<file path="config.mk">
export PLATFORM = sky130hd
export DESIGN_NAME = counter8_scheduler
export DESIGN_NICKNAME = d
export VERILOG_FILES = /design/src/rtl/counter8_scheduler.sv
export SDC_FILE = /design/constraint.sdc
export NUM_CORES = 1
export LEC_CHECK = 0
export CORE_AREA = 2 2 39 41
export DETAILED_ROUTE_END_ITERATION = 10
export DIE_AREA = 0 0 41 43
export GPL_TIMING_DRIVEN = 0
export PLACE_DENSITY = 0.75
export SYNTH_ARGS = -nofsm -noshare
export SYNTH_HDL_FRONTEND = slang
export SYNTH_SLANG_ARGS = --single-unit
</file>
<file path="constraint.sdc">
create_clock -name clk -period 1.35 [get_ports clk]
set_input_delay 0.2025 -clock clk [delete_from_list [all_inputs] [get_ports clk]]
set_output_delay 0.2025 -clock clk [all_outputs]
set_load 0.005 [all_outputs]
</file>
<file path="src/rtl/counter8_scheduler.sv">
// Shared-register sequencer: two requesters load q round-robin via req/ack; otherwise q counts when en=1 or holds.
// Latency: grant is decided from the sampled req/ack; q, ack, state and owner update on that same edge.
// Backpressure: a requester holds req until ack is seen; a request whose ack is high this cycle is masked.
module counter8_scheduler #(
    parameter int               WIDTH     = 3,
    parameter logic [WIDTH-1:0] RESET_VAL = '0
) (
    input  logic             clk,
    input  logic             reset,
    input  logic             en,
    input  logic             req0,
    input  logic [WIDTH-1:0] d0,
    input  logic             req1,
    input  logic [WIDTH-1:0] d1,
    output logic             ack0,
    output logic             ack1,
    output logic [WIDTH-1:0] q,
    output logic [1:0]       state,
    output logic             owner
);

    localparam logic [1:0] ST_HOLD  = 2'b00;
    localparam logic [1:0] ST_COUNT = 2'b01;
    localparam logic [1:0] ST_LOAD  = 2'b10;

    logic prio;
    logic m0;
    logic m1;
    logic grant_vld;
    logic grant_idx;

    // Masking by the live ack keeps a held request from being granted twice in a row.
    always_comb begin
        m0        = req0 & ~ack0;
        m1        = req1 & ~ack1;
        grant_vld = m0 | m1;
        grant_idx = (m0 & m1) ? prio : m1;
    end

    always_ff @(posedge clk) begin
        if (reset) begin
            q     <= RESET_VAL;
            ack0  <= 1'b0;
            ack1  <= 1'b0;
            state <= ST_HOLD;
            owner <= 1'b0;
            prio  <= 1'b0;
        end else if (grant_vld) begin
            q     <= grant_idx ? d1 : d0;
            ack0  <= ~grant_idx;
            ack1  <= grant_idx;
            state <= ST_LOAD;
            owner <= grant_idx;
            prio  <= ~grant_idx;
        end else if (en) begin
            q     <= q + WIDTH'(1);
            ack0  <= 1'b0;
            ack1  <= 1'b0;
            state <= ST_COUNT;
        end else begin
            ack0  <= 1'b0;
            ack1  <= 1'b0;
            state <= ST_HOLD;
        end
    end

endmodule

</file>
==> impl_metrics.tcl <==
set metrics [dict create \
    status "finished clean" \
    hpwl_um 694 \
    h-tree-depth 1 \
    switching_power_uw 173 \
    start_util_pct 30.7 \
    ys_top_cells_by_area "dfxtp_1 42%, a211oi_1 7.1%, ha_1 2.9%" \
    ys_types 28 \
    post_cts_buffers 0 \
    grt_first_pass_wirelength_um 1460 \
    dr.pass1.iters 4 \
    criticalPathCategory "reg -> out" \
    fin_worst_skew_ns 0.00348 \
    yosys.area_share.simple_pct 23.8 \
    critPathTopFamily "buffers and inverters" \
    root_buffer "clkbuf_4" \
    design_area_sq_um 654 \
    drive_above_1_share_pct 18.8 \
    cp_cell_sequence "clkdlybuf4s50_1" \
    cts_hold_buf 0 \
    die_area_sq_um 1760 \
    ys_seq_area_share_pct 42.4 \
    holdWs_ns 0.306 \
    maxSlewViolCount 0 \
    rsz0062_at_grt "false" \
    critical_path_buf_inv_count 1 \
    critPathSlowestCell "clkdlybuf4s50_1" \
    grt_use_total_pct 12.8 \
    async_flop_share_pct 0 \
    setup_violations 0 \
    synth_area_per_cell_sq_um 9.89 \
    boundaryPins 19 \
    die-height_um 43 \
    clock_sinks 9 \
    p_clk_share_pct 31.3 \
    stdcell_count 80 \
    synth_common_cells "9 x dfxtp_1, 4 x a211oi_1, 3 x nor2_1, 2 x a21oi_1, 2 x nor3_1" \
    synthesis.nets 55 \
    drv_cap 0 \
    synth.most_common_cell "dfxtp_1" \
    synth-compound-area-share_pct 22.6 \
    yosysWarnings 0 \
    cts_tree "built" \
    max_slew.worst_pin.slew_ns 0.405 \
    via_count 412 \
    arrival_ns 1.10 \
    routedWlPerCell_um 11.7 \
    slew_headroom_pct 73.0 \
    area.growth.synth_to_final_pct 53.8 \
    period_share_pct 96.7 \
    p_comb_share_pct 23.0 \
    clk_pin_slew_ns 0.06 \
    final_nets 77 \
    synth_top_area_share_pct 42.4 \
    routed_wl_um 932 \
    critPathLaunchType "flip-flop" \
    numCtsBuffers 3 \
    antenna_found_initial 0 \
    switching_share_pct 25.9 \
    seqPwrFrac_pct 45.7 \
    p_per_area_nw_per_um2 1020 \
    grt_max_degree 10 \
    vias_per_cell 5.15 \
    p_leak_uw 0.000283 \
    ys.flop_type "dfxtp_1" \
    slowest_delay_ns 0.50 \
    cp-end-kind "primary output" \
    diodes 0 \
    numPortBuffers 17 \
    internal_power_uw 495 \
    synth_area_sq_um 425 \
    hold_viol_final 0 \
    ant_nets 0 \
    max-vdd-ir-drop_mv 0.593 \
    core_sq_um 1380 \
    yosys.area_share.adder_pct 2.94 \
    die_width_um 41 \
    synth.mux.area_fraction_pct 2.35 \
    rows 14 \
    cts_buffer_depth 2 \
    synth_edf_count 0 \
    placedCellCount 76 \
    place_congestion 0.803 \
    worstSkewPairLatency_ns 0.26 \
    hold_class "in -> reg" \
    synth_xor_area_share_pct 4.12 \
    worst-path-max-fanout 3 \
    drc_errors 0 \
    crit_required_ns 1.15 \
    synth_top_area_cell "dfxtp_1" \
    fmax_mhz 766 \
    grt_pass1_vias 365 \
    ys_ff_latch 9 \
    dpl_cell_area_sq_um 616 \
    globalRouteOverflowTotal 0 \
    synth_top_family_by_area "simple AND/OR/NAND/NOR gates" \
    drtIter0Drc 10 \
    fin_crit_ns 1.30 \
    setup_tns_ns 0 \
    synthCells 43 \
]
layout make-up:
cell class / instances / area, sq um
Timing Repair Buffer: 17 / 178
Fill cell: 142 / 729
Multi-Input combinational cell: 32 / 238
Buffer: 1 / 3.75
Inverter: 1 / 3.75
Tap cell: 16 / 20.0
Clock buffer: 4 / 26.3
Sequential cell: 9 / 185
per-stage QoR:
stage               util, %  power [uW]  worst slack [ns]
finish                 47.3         668            0.0450
global route           47.3         711            0.0117
CTS                    46.7         682           0.00508
detailed placement     44.5         464            -0.180
global placement       44.5         462            -0.157
floorplan                 -         384             0.243
final timing paths:
path                            cells past startpoint    end  slack (ns)  start
worst max register to register                      3   q[2]        0.17   prio
worst min register to register                      2  owner        0.46  owner
worst min-delay path                                2   ack1        0.31  reset
worst max-delay path                                1   q[2]        0.05   q[2]
logic make-up after synthesis:
| kind of cell | after synthesis |
|---|---|
| AOI/OAI and AO/OA | 13 |
| adders and majority gates | 1 |
| DFF | 9 |
| xor gates and xnor gates | 2 |
| and+or+nand+nor | 15 |
| buffers and inverters | 2 |
| muxes | 1 |
power by group through the flow:
| stage | clock, uW | sequential, uW | combinational, uW |
|---|---|---|---|
| 6_report | 209 | 305 | 154 |
| 5_1_grt | 234 | 308 | 168 |
| 4_1_cts | 221 | 305 | 156 |
| 3_5_place_dp | 0 | 309 | 155 |
| 3_3_place_gp | 0 | 309 | 153 |
| 2_1_floorplan | 0 | 310 | 73.8 |
state kept, by name (all words and copies together) (netlist names):
register and count:
ack0 1, prio 1, q 3, state 2
owner 1, ack1 1
routing by layer:
metal	vias to the layer above	GRT usage [%]	share of wire [%]
met4	0	8.00	1.5
li1	204	-	-
met5	-	0	0
met1	191	15.6	45
met2	15	16.3	47
met3	2	7.85	6.2
what timing repair did:
action / CTS / global route
gates resized for setup: 3 / 4
setup endpoints to repair: 3 / 4
pin swaps: 0 / 0
placed cells by master (no fill, tap or decap), types with 2 or more instances in the layout:
cell type,instances
clkbuf_4,3
a211oi_1,4
nor3_1,2
dfxtp_2,4
a21oi_1,2
nor2_1,3
dlymetal6s2s_1,3
dfxtp_1,5
clkdlybuf4s50_1,14
clkbuf_1,2
No activity file was read; power rests on OpenSTA's default activity.
==> edit 1 (same flow settings) <==
Set the parameter `WIDTH` to 4 (it was 3).
--- a/src/rtl/counter8_scheduler.sv
+++ b/src/rtl/counter8_scheduler.sv
@@ -2,7 +2,7 @@
 // Latency: grant is decided from the sampled req/ack; q, ack, state and owner update on that same edge.
 // Backpressure: a requester holds req until ack is seen; a request whose ack is high this cycle is masked.
 module counter8_scheduler #(
-    parameter int               WIDTH     = 3,
+    parameter int               WIDTH     = 4,
     parameter logic [WIDTH-1:0] RESET_VAL = '0
 ) (
     input  logic             clk,
Ports: changed (resized d0, d1 and q); port bits go from 19 to 22. No check against the original RTL was run, so the function may have changed too.
==> edit 1 against the original RTL <==
The run now ends with negative setup slack left. Synthesized area up 13%. Hold slack better by 0.037 ns. Maximum frequency down 4.6%. Register-to-register slack worse by 0.19 ns. Clock power up 29%. Routed wire length up 42%. Final area up 24%. Clock skew down 0.0025 ns. Power up 26%. Worst setup slack worse by 0.063 ns. Sequential cell count up 1. Critical path type is now flip-flop to flip-flop. Largest cell class unchanged.
==> edit 1: results (changes against the original RTL) <==
Run status
  – Status: finished with violations (was finished clean)
  – Failing checks: negative setup slack

Synth
  – Most instantiated cells after synthesis: 10 x dfxtp_1, 6 x nor2_1, 5 x nor3_1 (was 9 x dfxtp_1, 4 x a211oi_1, 3 x nor2_1)
  – Post-synthesis cell type count: 29 (was 28)
  – Net count after synthesis: 64 (was 55)
  – Sequential area share after synthesis: 41.67% (was 42.35%)
  – Synth Instances: 50 (was 43)

GRT
  – Initial antenna violation count: 0 (unchanged)
  – Largest net degree at the start of global routing: 11 (was 10)
  – First-pass GRT wire length: 1697 um (was 1455 um)
  – Vias in the first global route: 416 (was 365)
  – GRT Util Overall: 14.99% (was 12.80%)

Drt
  – Iter 0 DRT Violations: 25 (was 10)
  – DR WL/cell: 13.81 um (was 11.65 um)
  – Via count: 516 (was 412)
  – Routed wire length: 1326 um (was 932 um)
  – Met1 wire length: 527 um (was 418 um)
  – WL met2: 682 um (was 440 um)
  – Met3 WL post-DR: 101 um (was 58 um)

Hold path
  – Source of the worst hold timing path: en (was reset)

Finish
  – Share of layout cells above drive strength 1: 33.75% (was 18.75%)
  – Regs by FF count: q x4, state x2 (was q x3, state x2)

Timing
  – Final setup margin: -0.01766 ns (was 0.04503 ns)
  – Endpoints failing setup: 1 (was 0)
  – Worst-case clock skew: 0.0009586 ns (was 0.003483 ns)
  – Setup_tns: -0.01766 ns (was 0 ns)
  – Fin Hold WS: 0.3427 ns (was 0.3056 ns)

Placement
  – Final HPWL DP: 772.1 um (was 694 um)
  – Place WS: -0.3709 ns (was -0.1798 ns)
  – PortBufs: 19 (was 17)
  – GPL Wtd Cong: 0.6900 (was 0.8025)
  – Placed cell areas: 690.7 um^2 (was 615.6 um^2)

Setup path
  – CP peak stage delay: 0.39 ns (was 0.50 ns)
  – Worst Reg-to-Reg Cells: 5 (was 3)
  – Arrival time at the worst endpoint: 1.50 ns (was 1.10 ns)
  – Family with the most delay on the worst path: compound AO/OA/AOI/OAI gates (was buffers and inverters)
  – Crit path max-delay cell type: a222oi_1 (was clkdlybuf4s50_1)
  – CP Capture Type: flip-flop (was primary output)
  – Reg-to-Reg Start: ack0$_SDFF_PP0_ (was prio$_SDFFE_PP0N_)
  – Critical Path Start: ack0$_SDFF_PP0_ (was q[2]$_SDFFE_PP0P_)

Power and ir drop
  – VDD IR max: 0.5123 mV (was 0.5930 mV)
edit 1: changes by cell type after synthesis, sizes merged, moves of 2 or more:
cell,unedited run,this run
nor2,3,6
buf,0,2
nor3,2,5
a222oi,0,2
a211oi,4,1
edit 1: metrics by stage:
stage               power [uW]  utilization [%]
global placement         534.7            49.91
CTS                      814.0            52.89
detailed placement       537.3            49.91
finish                   840.4            58.68
global route             880.0            58.68
floorplan                445.7                -
edit 1: cell families (layout without fill, tap and decap cells):
kind of cell | after synthesis | in the layout | share of synthesized area [%]
and+or+nand+nor | 23 | 23 | 28.39
AOI/OAI and AO/OA | 10 | 10 | 17.19
adders and majority gates | 1 | 1 | 2.604
xor gates and xnor gates | 1 | 1 | 1.823
muxes | 2 | 2 | 4.427
DFF | 10 | 10 | 41.67
buffers and inverters | 3 | 33 | 3.905
edit 1: metal layers:
metal  up-vias  track usage [%]
met1       244            19.42
met2        27            20.31
li1        243                -
met5         -                0
met3         2            3.141
met4         0            12.00
edit 1: layout make-up:
class,count,area (um^2),area share (%)
multi-input cells,37,275.3,33.90
repair buffers,26,251.5,30.97
well taps,16,20.02,2.465
flip-flops and latches,10,210.2,25.89
plain buffers,3,18.77,2.311
clock buffers,4,36.28,4.468
edit 1: what timing repair did:
action | in CTS | in global routing
buffers inserted | 0 | 7
gates cloned | 0 | 0
setup endpoints to repair | 7 | 7
pin swaps | 2 | 5
resized for setup | 6 | 9
hold buffers | 0 | 0
hold endpoints to repair | 0 | 0
edit 1: power breakdown:
group	total (uW)	internal, uW	switching, uW	leakage, uW
Sequential	343	323	19.6	0.0000850
Combinational	228	138	90.0	0.000270
Clock	270	164	106	0.0000210
==> edit 2 (same settings) <==
Without the edit above. Make the reset (`reset`) asynchronous in one clocked block.
--- a/src/rtl/counter8_scheduler.sv
+++ b/src/rtl/counter8_scheduler.sv
@@ -37,7 +37,7 @@
         grant_idx = (m0 & m1) ? prio : m1;
     end
 
-    always_ff @(posedge clk) begin
+    always_ff @(posedge clk or posedge reset) begin
         if (reset) begin
             q     <= RESET_VAL;
             ack0  <= 1'b0;
Formal check against the unedited RTL: differs if reset is asserted again (counterexample within 4 cycles, from zero or initial values and one cycle with reset high); with reset held inactive, the same outputs for 10 cycles.
==> edit 2 against the original RTL <==
Final area grew 5.9%. Worst setup slack lost 0.090 ns. Routed wire length grew 1.1%. Highest routed layer unchanged. Via count shrank 8.3%. Largest cell class is now registers. The run now ends with negative setup slack left. Maximum frequency shrank 6.5%. Sequential cell count is the same. Synthesized area shrank 2.1%.
Power is not compared: it rests on default switching activity, and its combinational part moved more than twofold at a synthesized area within 25%.
==> edit 2: results (changes against the original RTL) <==
Run status
  – Status: finished with violations (was finished clean)
  – Failing checks: negative setup slack

Drt
  – Via/cell ratio: 4.785 (was 5.150)
  – Iter 0 DRT Violations: 5 (was 10)
  – Top layer used by detailed routing: met4 (unchanged)
  – DR WL/cell: 11.92 um (was 11.65 um)
  – Drt pass-1 iters: 2 (was 4)
  – WL met2: 460 um (was 440 um)
  – Met3 WL post-DR: 69 um (was 58 um)
  – Met1 wire length: 384 um (was 418 um)
  – Residual DRC count: 0 (unchanged)

Setup path
  – Arrival time at the worst endpoint: 1.54 ns (was 1.10 ns)
  – Worst-path maximum fanout: 3 (unchanged)

Placement
  – Place WS: -0.3511 ns (was -0.1798 ns)
  – GPL Wtd Cong: 0.6864 (was 0.8025)
  – Placed cell areas: 616.8 um^2 (was 615.6 um^2)
  – PortBufs: 18 (was 17)
  – Final HPWL DP: 643.4 um (was 694 um)
  – Placed cell count: 69 (was 76)

CTS
  – Clock transition at the registers of the reported paths: 0.07 ns
  – Worst-Skew Late Latency: 0.27 ns
  – Total CTS buffers: 3 (unchanged)
  – Longest Clk Path Bufs: 2 (unchanged)
  – Root buffer cell: clkbuf_4 (unchanged)

Synth
  – YS warnings: 0 (unchanged)
  – Top cells by area, synth: dfrtp_1 54%, a221o_1 4.8%, ha_1 3.0% (was dfxtp_1 42%, a211oi_1 7.1%, ha_1 2.9%)
  – Synth Instances: 35 (was 43)
  – Net count after synthesis: 47 (was 55)
  – Post-synthesis cell type count: 23 (was 28)
  – Synth async-reset ratio: 100.0% (was 0%)
  – Most instantiated cells after synthesis: 9 x dfrtp_1, 2 x a221o_1, 2 x inv_1, 2 x nor2_1, 2 x nor3_1 (was 9 x dfxtp_1, 4 x a211oi_1, 3 x nor2_1)
  – Sequential area share after synthesis: 54.05% (was 42.35%)

Power and ir drop
  – VDD IR max: 0.7727 mV
  – Clk. pwr: 215 uW
  – P_int: 677.1 uW
  – NetSw: 271.4 uW
  – Leakage: 0.0003439 uW

Timing
  – Worst-case clock skew: 0.01250 ns (was 0.003483 ns)
  – Max_slew headroom: 76.97% (was 72.98%)
  – Endpoints failing setup: 3 (was 0)
  – Final setup margin: -0.04515 ns (was 0.04503 ns)
  – Setup_tns: -0.1131 ns (was 0 ns)

Finish
  – Regs by FF count: q x3, state x2 (unchanged)
  – Layout Nets: 76 (was 77)
  – Share of layout cells above drive strength 1: 20.63% (was 18.75%)
  – N_diodes: 0 (unchanged)
  – Non-Filler Instances: 79 (was 80)

GRT
  – First-pass GRT wire length: 1752 um (was 1455 um)
  – GRT Util Overall: 15.46% (was 12.80%)
  – Vias in the first global route: 399 (was 365)
  – Met2 Use GR: 21.25% (was 16.25%)
  – Met1 usage: 19.13% (was 15.64%)
  – Largest net degree at the start of global routing: 10 (unchanged)
  – GR Util met3: 6.283% (was 7.853%)
  – Initial antenna violation count: 0 (unchanged)

Hold path
  – Worst hold-check path type: input pin to async pin (was input pin to flip-flop)
## edit 2: changes by cell type after synthesis, sizes merged, moves of 2 or more
cell and delta:
dfxtp -9, a21oi -2, dfrtp +9, a221o +2
a211oi -4, nor3b -2
## edit 2: repair_timing
| action | 4_1_cts | 5_1_grt |
|---|---|---|
| pin swaps | 3 | 1 |
| resized for setup | 5 | 3 |
| buffers inserted | 5 | 1 |
| gates cloned | 0 | 0 |
| hold buffers | 0 | 0 |
| setup endpoints to repair | 6 | 6 |
## edit 2: layout make-up
type	instances	area, um^2
fill	136	690.7
multi-input combinational	24	188.9
inverter	2	7.507
tap	16	20.02
sequential	9	225.2
clock buffer	4	26.28
timing repair buffer	24	225.2
## edit 2: path summary, 6_finish.rpt
check	start	endpoint	slack, ns	depth (start not counted)
worst min-delay path	reset	q[2]$_DFFE_PP0P_	0.19	2
min in group clk	owner$_DFFE_PP0N_	owner$_DFFE_PP0N_	0.48	1
worst max register to register	prio$_DFFE_PP0N_	q[0]$_DFFE_PP0P_	-0.05	3
worst max-delay path	prio$_DFFE_PP0N_	q[0]$_DFFE_PP0P_	-0.05	3
max in group asynchronous	reset	ack1$_DFF_PP0_	0.90	2
worst min register to register	owner$_DFFE_PP0N_	owner$_DFFE_PP0N_	0.48	1
## edit 2: worst max-delay path, cell delays in order (launching register included)
cell,delay (ns)
dfrtp_1,0.39
or3b_4,0.40
and2_4,0.17
a221o_1,0.30
## edit 2: cells by family (layout without fill, tap and decap cells)
logic type	after synthesis	count (layout)	share of synthesized area, %
compound gates	7	7	14.72
xor+xnor	1	1	2.102
fa+ha+maj	1	1	3.003
buf+inv	2	30	1.802
flops	9	9	54.06
mux	1	1	2.402
simple gates	14	14	21.93
